`src/rtl/lsu_mem_master.sv`:
```
// Load/store initiator for the single-port word memory.
// One request at a time. Loads are aligned and extended. Sub-word stores
// are done as a read-modify-write, because the memory is word-wide only.
//
// state | meaning
// IDLE  | ready for a request; latches it on req_valid
// RD    | mem_ren asserted; read data sampled at the closing edge
// WR    | mem_wen asserted; memory commits at the mid-cycle negedge
// RESP  | resp_valid pulse, then back to IDLE
module lsu_mem_master (
    input  logic        clock,
    input  logic        reset,
    input  logic        req_valid,
    output logic        req_ready,
    input  logic        req_write,
    input  logic [1:0]  req_size,
    input  logic        req_signed,
    input  logic [31:0] req_addr,
    input  logic [31:0] req_wdata,
    output logic        resp_valid,
    output logic [31:0] resp_rdata,
    output logic        resp_err,
    output logic        mem_ren,
    output logic        mem_wen,
    output logic [31:0] mem_addr,
    output logic [31:0] mem_din,
    input  logic [31:0] mem_dout
);

    typedef enum logic [1:0] {IDLE, RD, WR, RESP} state_t;

    state_t      state_q, state_d;
    logic [1:0]  addr_lo_q, addr_lo_d;
    logic [1:0]  size_q, size_d;
    logic        signed_q, signed_d;
    logic        write_q, write_d;
    logic [31:0] wdata_q, wdata_d;
    logic        resp_valid_q, resp_valid_d;
    logic [31:0] resp_rdata_q, resp_rdata_d;
    logic        resp_err_q, resp_err_d;
    logic        mem_ren_q, mem_ren_d;
    logic        mem_wen_q, mem_wen_d;
    logic [31:0] mem_addr_q, mem_addr_d;
    logic [31:0] mem_din_q, mem_din_d;

    logic [7:0]  byte_lane;
    logic [15:0] half_lane;
    logic [31:0] load_ext;
    logic [31:0] merged;
    logic        misaligned;

    // Lane extraction, extension and store merge from the current read word.
    always_comb begin
        byte_lane = mem_dout[{addr_lo_q, 3'b000} +: 8];
        half_lane = mem_dout[{addr_lo_q[1], 4'b0000} +: 16];
        case (size_q)
            2'b00:   load_ext = signed_q ? {{24{byte_lane[7]}}, byte_lane} : {24'h0, byte_lane};
            2'b01:   load_ext = signed_q ? {{16{half_lane[15]}}, half_lane} : {16'h0, half_lane};
            default: load_ext = mem_dout;
        endcase
        merged = mem_dout;
        if (size_q == 2'b00)
            merged[{addr_lo_q, 3'b000} +: 8] = wdata_q[7:0];
        else
            merged[{addr_lo_q[1], 4'b0000} +: 16] = wdata_q[15:0];
        misaligned = (req_size == 2'b01 && req_addr[0]) ||
                     (req_size[1] && req_addr[1:0] != 2'b00);
    end

    // Next-state and next-output decode; memory enables last exactly one state.
    always_comb begin
        state_d      = state_q;
        addr_lo_d    = addr_lo_q;
        size_d       = size_q;
        signed_d     = signed_q;
        write_d      = write_q;
        wdata_d      = wdata_q;
        resp_valid_d = 1'b0;
        resp_rdata_d = resp_rdata_q;
        resp_err_d   = resp_err_q;
        mem_ren_d    = 1'b0;
        mem_wen_d    = 1'b0;
        mem_addr_d   = mem_addr_q;
        mem_din_d    = mem_din_q;
        case (state_q)
            IDLE: begin
                if (req_valid) begin
                    addr_lo_d  = req_addr[1:0];
                    size_d     = req_size;
                    signed_d   = req_signed;
                    write_d    = req_write;
                    wdata_d    = req_wdata;
                    mem_addr_d = {2'b00, req_addr[31:2]};
                    if (misaligned) begin
                        state_d      = RESP;
                        resp_valid_d = 1'b1;
                        resp_err_d   = 1'b1;
                        resp_rdata_d = 32'h0;
                    end else if (req_write && req_size[1]) begin
                        state_d   = WR;
                        mem_wen_d = 1'b1;
                        mem_din_d = req_wdata;
                    end else begin
                        state_d   = RD;
                        mem_ren_d = 1'b1;
                    end
                end
            end
            RD: begin
                if (write_q) begin
                    state_d   = WR;
                    mem_wen_d = 1'b1;
                    mem_din_d = merged;
                end else begin
                    state_d      = RESP;
                    resp_valid_d = 1'b1;
                    resp_rdata_d = load_ext;
                    resp_err_d   = 1'b0;
                end
            end
            WR: begin
                state_d      = RESP;
                resp_valid_d = 1'b1;
                resp_rdata_d = 32'h0;
                resp_err_d   = 1'b0;
            end
            default: state_d = IDLE;
        endcase
    end

    // State and registered outputs; reset drops any in-flight request.
    always_ff @(posedge clock or negedge reset) begin
        if (!reset) begin
            state_q      <= IDLE;
            addr_lo_q    <= 2'b00;
            size_q       <= 2'b00;
            signed_q     <= 1'b0;
            write_q      <= 1'b0;
            wdata_q      <= 32'h0;
            resp_valid_q <= 1'b0;
            resp_rdata_q <= 32'h0;
            resp_err_q   <= 1'b0;
            mem_ren_q    <= 1'b0;
            mem_wen_q    <= 1'b0;
            mem_addr_q   <= 32'h0;
            mem_din_q    <= 32'h0;
        end else begin
            state_q      <= state_d;
            addr_lo_q    <= addr_lo_d;
            size_q       <= size_d;
            signed_q     <= signed_d;
            write_q      <= write_d;
            wdata_q      <= wdata_d;
            resp_valid_q <= resp_valid_d;
            resp_rdata_q <= resp_rdata_d;
            resp_err_q   <= resp_err_d;
            mem_ren_q    <= mem_ren_d;
            mem_wen_q    <= mem_wen_d;
            mem_addr_q   <= mem_addr_d;
            mem_din_q    <= mem_din_d;
        end
    end

    assign req_ready  = (state_q == IDLE);
    assign resp_valid = resp_valid_q;
    assign resp_rdata = resp_rdata_q;
    assign resp_err   = resp_err_q;
    assign mem_ren    = mem_ren_q;
    assign mem_wen    = mem_wen_q;
    assign mem_addr   = mem_addr_q;
    assign mem_din    = mem_din_q;

endmodule

```
`config.mk`:
```
export PLATFORM = sky130hd
export DESIGN_NAME = lsu_mem_master
export DESIGN_NICKNAME = d
export VERILOG_FILES = /design/src/rtl/lsu_mem_master.sv
export SDC_FILE = /design/constraint.sdc
export NUM_CORES = 1
export LEC_CHECK = 0
export CAP_MARGIN = 25
export CORE_ASPECT_RATIO = 0.9
export CORE_MARGIN = 2
export CORE_UTILIZATION = 43
export DETAILED_ROUTE_END_ITERATION = 16
export GPL_ROUTABILITY_DRIVEN = 0
export PLACE_DENSITY_LB_ADDON = 0.1
export SLEW_MARGIN = 20
export SYNTH_ARGS = -nofsm -noshare
export SYNTH_HDL_FRONTEND = slang
export SYNTH_SLANG_ARGS = --single-unit
```
`constraint.sdc`:
```
create_clock -name clock -period 2.8 [get_ports clock]
set_input_delay 0.84 -clock clock [delete_from_list [all_inputs] [get_ports clock]]
set_output_delay 0.84 -clock clock [all_outputs]
set_load 0.05 [all_outputs]
```
==> flow_metrics.env <==
export IMPL_track_usage_pct=25.6
export IMPL_crit_type="input port to flop"
export IMPL_rr_worst_depth=5
export IMPL_arrival_ns=2.81
export IMPL_antenna_found_initial=1
export IMPL_slowest_stage="clkdlybuf4s50_1"
export IMPL_htreeDepth=4
export IMPL_hold_violations=0
export IMPL_n_fill_cell=1275
export IMPL_drive_above_1_share_pct=16.3
export IMPL_cp_required_ns=3.15
export IMPL_clkSinkCount=122
export IMPL_drv_slew=0
export IMPL_start_kind="input port"
export IMPL_io_pins=204
export IMPL_yosysSeqAreaShare_pct=45.3
export IMPL_root_buffer="clkbuf_16"
export IMPL_routed_via_density=5.71
export IMPL_hp_class="input port to asynchronous set/reset pin"
export IMPL_synth_cell_types=48
export IMPL_synth_warnings=0
export IMPL_tightest_slew_ns=0.770
export IMPL_post_route_period_util_pct=87.8
export IMPL_fin_tns_setup_ns=0
export IMPL_crit_family="buffers and inverters"
export IMPL_cts_buffers=17
export IMPL_cp_end_kind="flop"
export IMPL_drtIter0Drc=495
export IMPL_final_setup_viol_count=0
export IMPL_clk_latency_ns=0.42
export IMPL_crit_cells=7
export IMPL_worstPathCellList="clkdlybuf4s50_1 > nand2_1 > a311o_2 > buf_4 > nor4_4 > buf_12 > a221o_2"
export IMPL_synthToLayoutAreaGrowth_pct=41.8
export IMPL_grt_max_degree=67
export IMPL_start_util_pct=43.8
export IMPL_p_per_area_mw_per_mm2=1410
export IMPL_dieArea_mm2=0.0167
export IMPL_layout_nets=955
export IMPL_synth_area_top_cells="dfrtp_1 (45%), mux2_2 (10%), mux2i_1 (3.6%), nand2_1 (3.5%), o221ai_1 (3.1%)"
export IMPL_clock_skew_ns=0.00557
export IMPL_cts_tree="yes"
export IMPL_max_cap_violations=0
export IMPL_yosysTopAreaCell="dfrtp_1"
export IMPL_dr_pass1_iters=5
export IMPL_die_y_um=123
export IMPL_holdBufCountCts=0
export IMPL_grt_pass1_vias=5888
export IMPL_critPathBufInv=3
export IMPL_numPortBuffers=201
export IMPL_avgSynthCellArea_um2=10.2
export IMPL_ctsResizeCount=0
export IMPL_num_vias=6028
export IMPL_rows=43
export IMPL_synthCells=661
export IMPL_antenna_left=0
export IMPL_diodes=0
export IMPL_clock_tree_buffer_depth=2
export IMPL_core_mm2=0.0154
export IMPL_dp_hpwl_um=15300
export IMPL_die_x_um=136
export IMPL_yosys_register_bits=122
export IMPL_cts_setup_buffers=0
export IMPL_crit_path_max_fanout=16
export IMPL_ir_drop_v=0.000808
export IMPL_cp_slowest_stage_delay_ns=0.56
export IMPL_utilization_pct=62.1
export IMPL_p_leak_nw=4.01
export IMPL_path_clk_slew_ns=0.06
export IMPL_relSlewSlack_pct=48.6
export IMPL_wl_um=21100
export IMPL_yosysTopAreaCellShare_pct=45.3
export IMPL_avgRoutedWirePerCell_um=20.0
export IMPL_fin_crit_ns=2.46
export IMPL_route_detailed_drc=0
export IMPL_syn_area_mm2=0.00674
export IMPL_status="finished, final reports clean"
export IMPL_grt_setup_unrepaired="no"
export IMPL_max_freq_mhz=407
export IMPL_grt_overflow_total=0
export IMPL_grt_first_pass_wirelength_um=32300
==> Yosys cell counts (all sizes together) <==
master     n
a21oi     26
a2bb2oi    1
nand4b     8
nand3     21
nand4      1
a22oi      3
nand2     63
a221o     24
a22o       1
a2bb2o     7
o21ai      4
a221oi     1
a31oi     33
nor4       1
nand4bb    1
conb       1
mux2      61
nor2      38
o2bb2ai    7
dfrtp    122
buf       25
nor2b     26
nand3b     9
and3b      1
or2        3
o31ai      1
nor4b      1
mux2i     24
or3b       1
nor4bb     1
nor3       3
o221ai    24
o211ai    17
inv       34
a32o       8
ha         9
a311o      1
or2b       1
clkbuf    32
nand2b    16
==> logic make-up after synthesis <==
logic type | synth area share [%]
other cells | 0.0557
simple gates | 15.0
compound gates | 18.5
flops | 45.3
mux | 13.8
fa+ha+maj | 1.67
buf+inv | 5.65
==> path summary, 6_finish.rpt <==
check / startpoint / to / slack [ns]
worst max-delay path: req_size[1] / resp_rdata[24] / 0.34
worst min-delay path: reset / resp_rdata[13] / 0.40
worst max register to register: addr_lo_q[1] / resp_rdata[8] / 0.47
worst min register to register: resp_rdata[1] / resp_rdata[1] / 0.49
max in group asynchronous: reset / wdata_q[15] / 1.61
min in group clock: resp_rdata[1] / resp_rdata[1] / 0.49
==> routing by layer <==
metal  track usage [%]  share of wire [%]  up-vias
met2              40.8                 48      239
met3              6.40                7.4       35
met4              8.20                1.9        0
met5                 0                  0        -
met1              34.5                 43     2970
li1                  -                  -     2784
==> registers in the layout, indices dropped and copies added, names as in the netlist <==
register,flops
mem_din,32
resp_rdata,32
mem_addr,30
wdata_q,16
addr_lo_q,2
size_q,2
state_q,2
mem_ren,1
mem_wen,1
resp_err,1
resp_valid,1
signed_q,1
write_q,1
==> final cells by class <==
cell class / count / area [µm²] / share of cell area (%)
multi-input combinational: 449 / 3330 / 34.8
sequential: 122 / 3050 / 32.0
timing repair buffer: 219 / 2200 / 23.1
clock buffer: 22 / 464 / 4.86
tap: 202 / 253 / 2.65
inverter: 34 / 128 / 1.34
clock inverter: 8 / 120 / 1.26
==> stage by stage <==
| stage | hold WS, ns | setup WS, ns | power (mW) | instance area [µm²] | std cells |
|---|---|---|---|---|---|
| finish | 0.405 | 0.343 | 13.5 | 9550 | 1056 |
| CTS | 0.406 | 0.0722 | 13.5 | 9540 | 1056 |
| global placement | 0.481 | -0.208 | 11.1 | 8960 | 1026 |
| global route | 0.424 | 0.249 | 14.2 | 9550 | 1056 |
| floorplan | 0.502 | 0.185 | 8.68 | 6740 | 662 |
| detailed placement | 0.481 | -0.367 | 11.2 | 8960 | 1026 |
==> report_power, final <==
part | internal, mW | switching, mW | leakage [nW] | total, mW
combinational | 2.93 | 5.01 | 2.25 | 7.94
clock | 1.43 | 0.764 | 0.282 | 2.19
sequential | 2.61 | 0.718 | 1.48 | 3.33
==> cell usage in the layout, fill, tap and decap left out, types with 2 or more instances in the layout <==
cell type,n
a31oi_1,33
clkdlybuf4s50_1,199
conb_1,2
mux2i_1,24
clkbuf_8,2
o221ai_1,24
o2bb2ai_1,7
a22oi_1,3
buf_4,15
o21ai_0,3
clkinvlp_4,2
nand4b_1,8
dfrtp_1,121
nor2b_1,26
nand3b_1,9
clkinv_2,3
a221o_1,8
mux2_2,61
nor2_1,37
a32o_1,8
a2bb2o_1,7
ha_1,8
o211ai_1,17
inv_1,34
nand2b_1,16
bufinv_16,3
clkbuf_1,3
nand3_1,21
nand2_1,62
nor3_1,2
or2_2,3
a21oi_1,26
buf_12,5
a221o_2,16
clkbuf_16,17
Power figures use the tool's default switching activity.
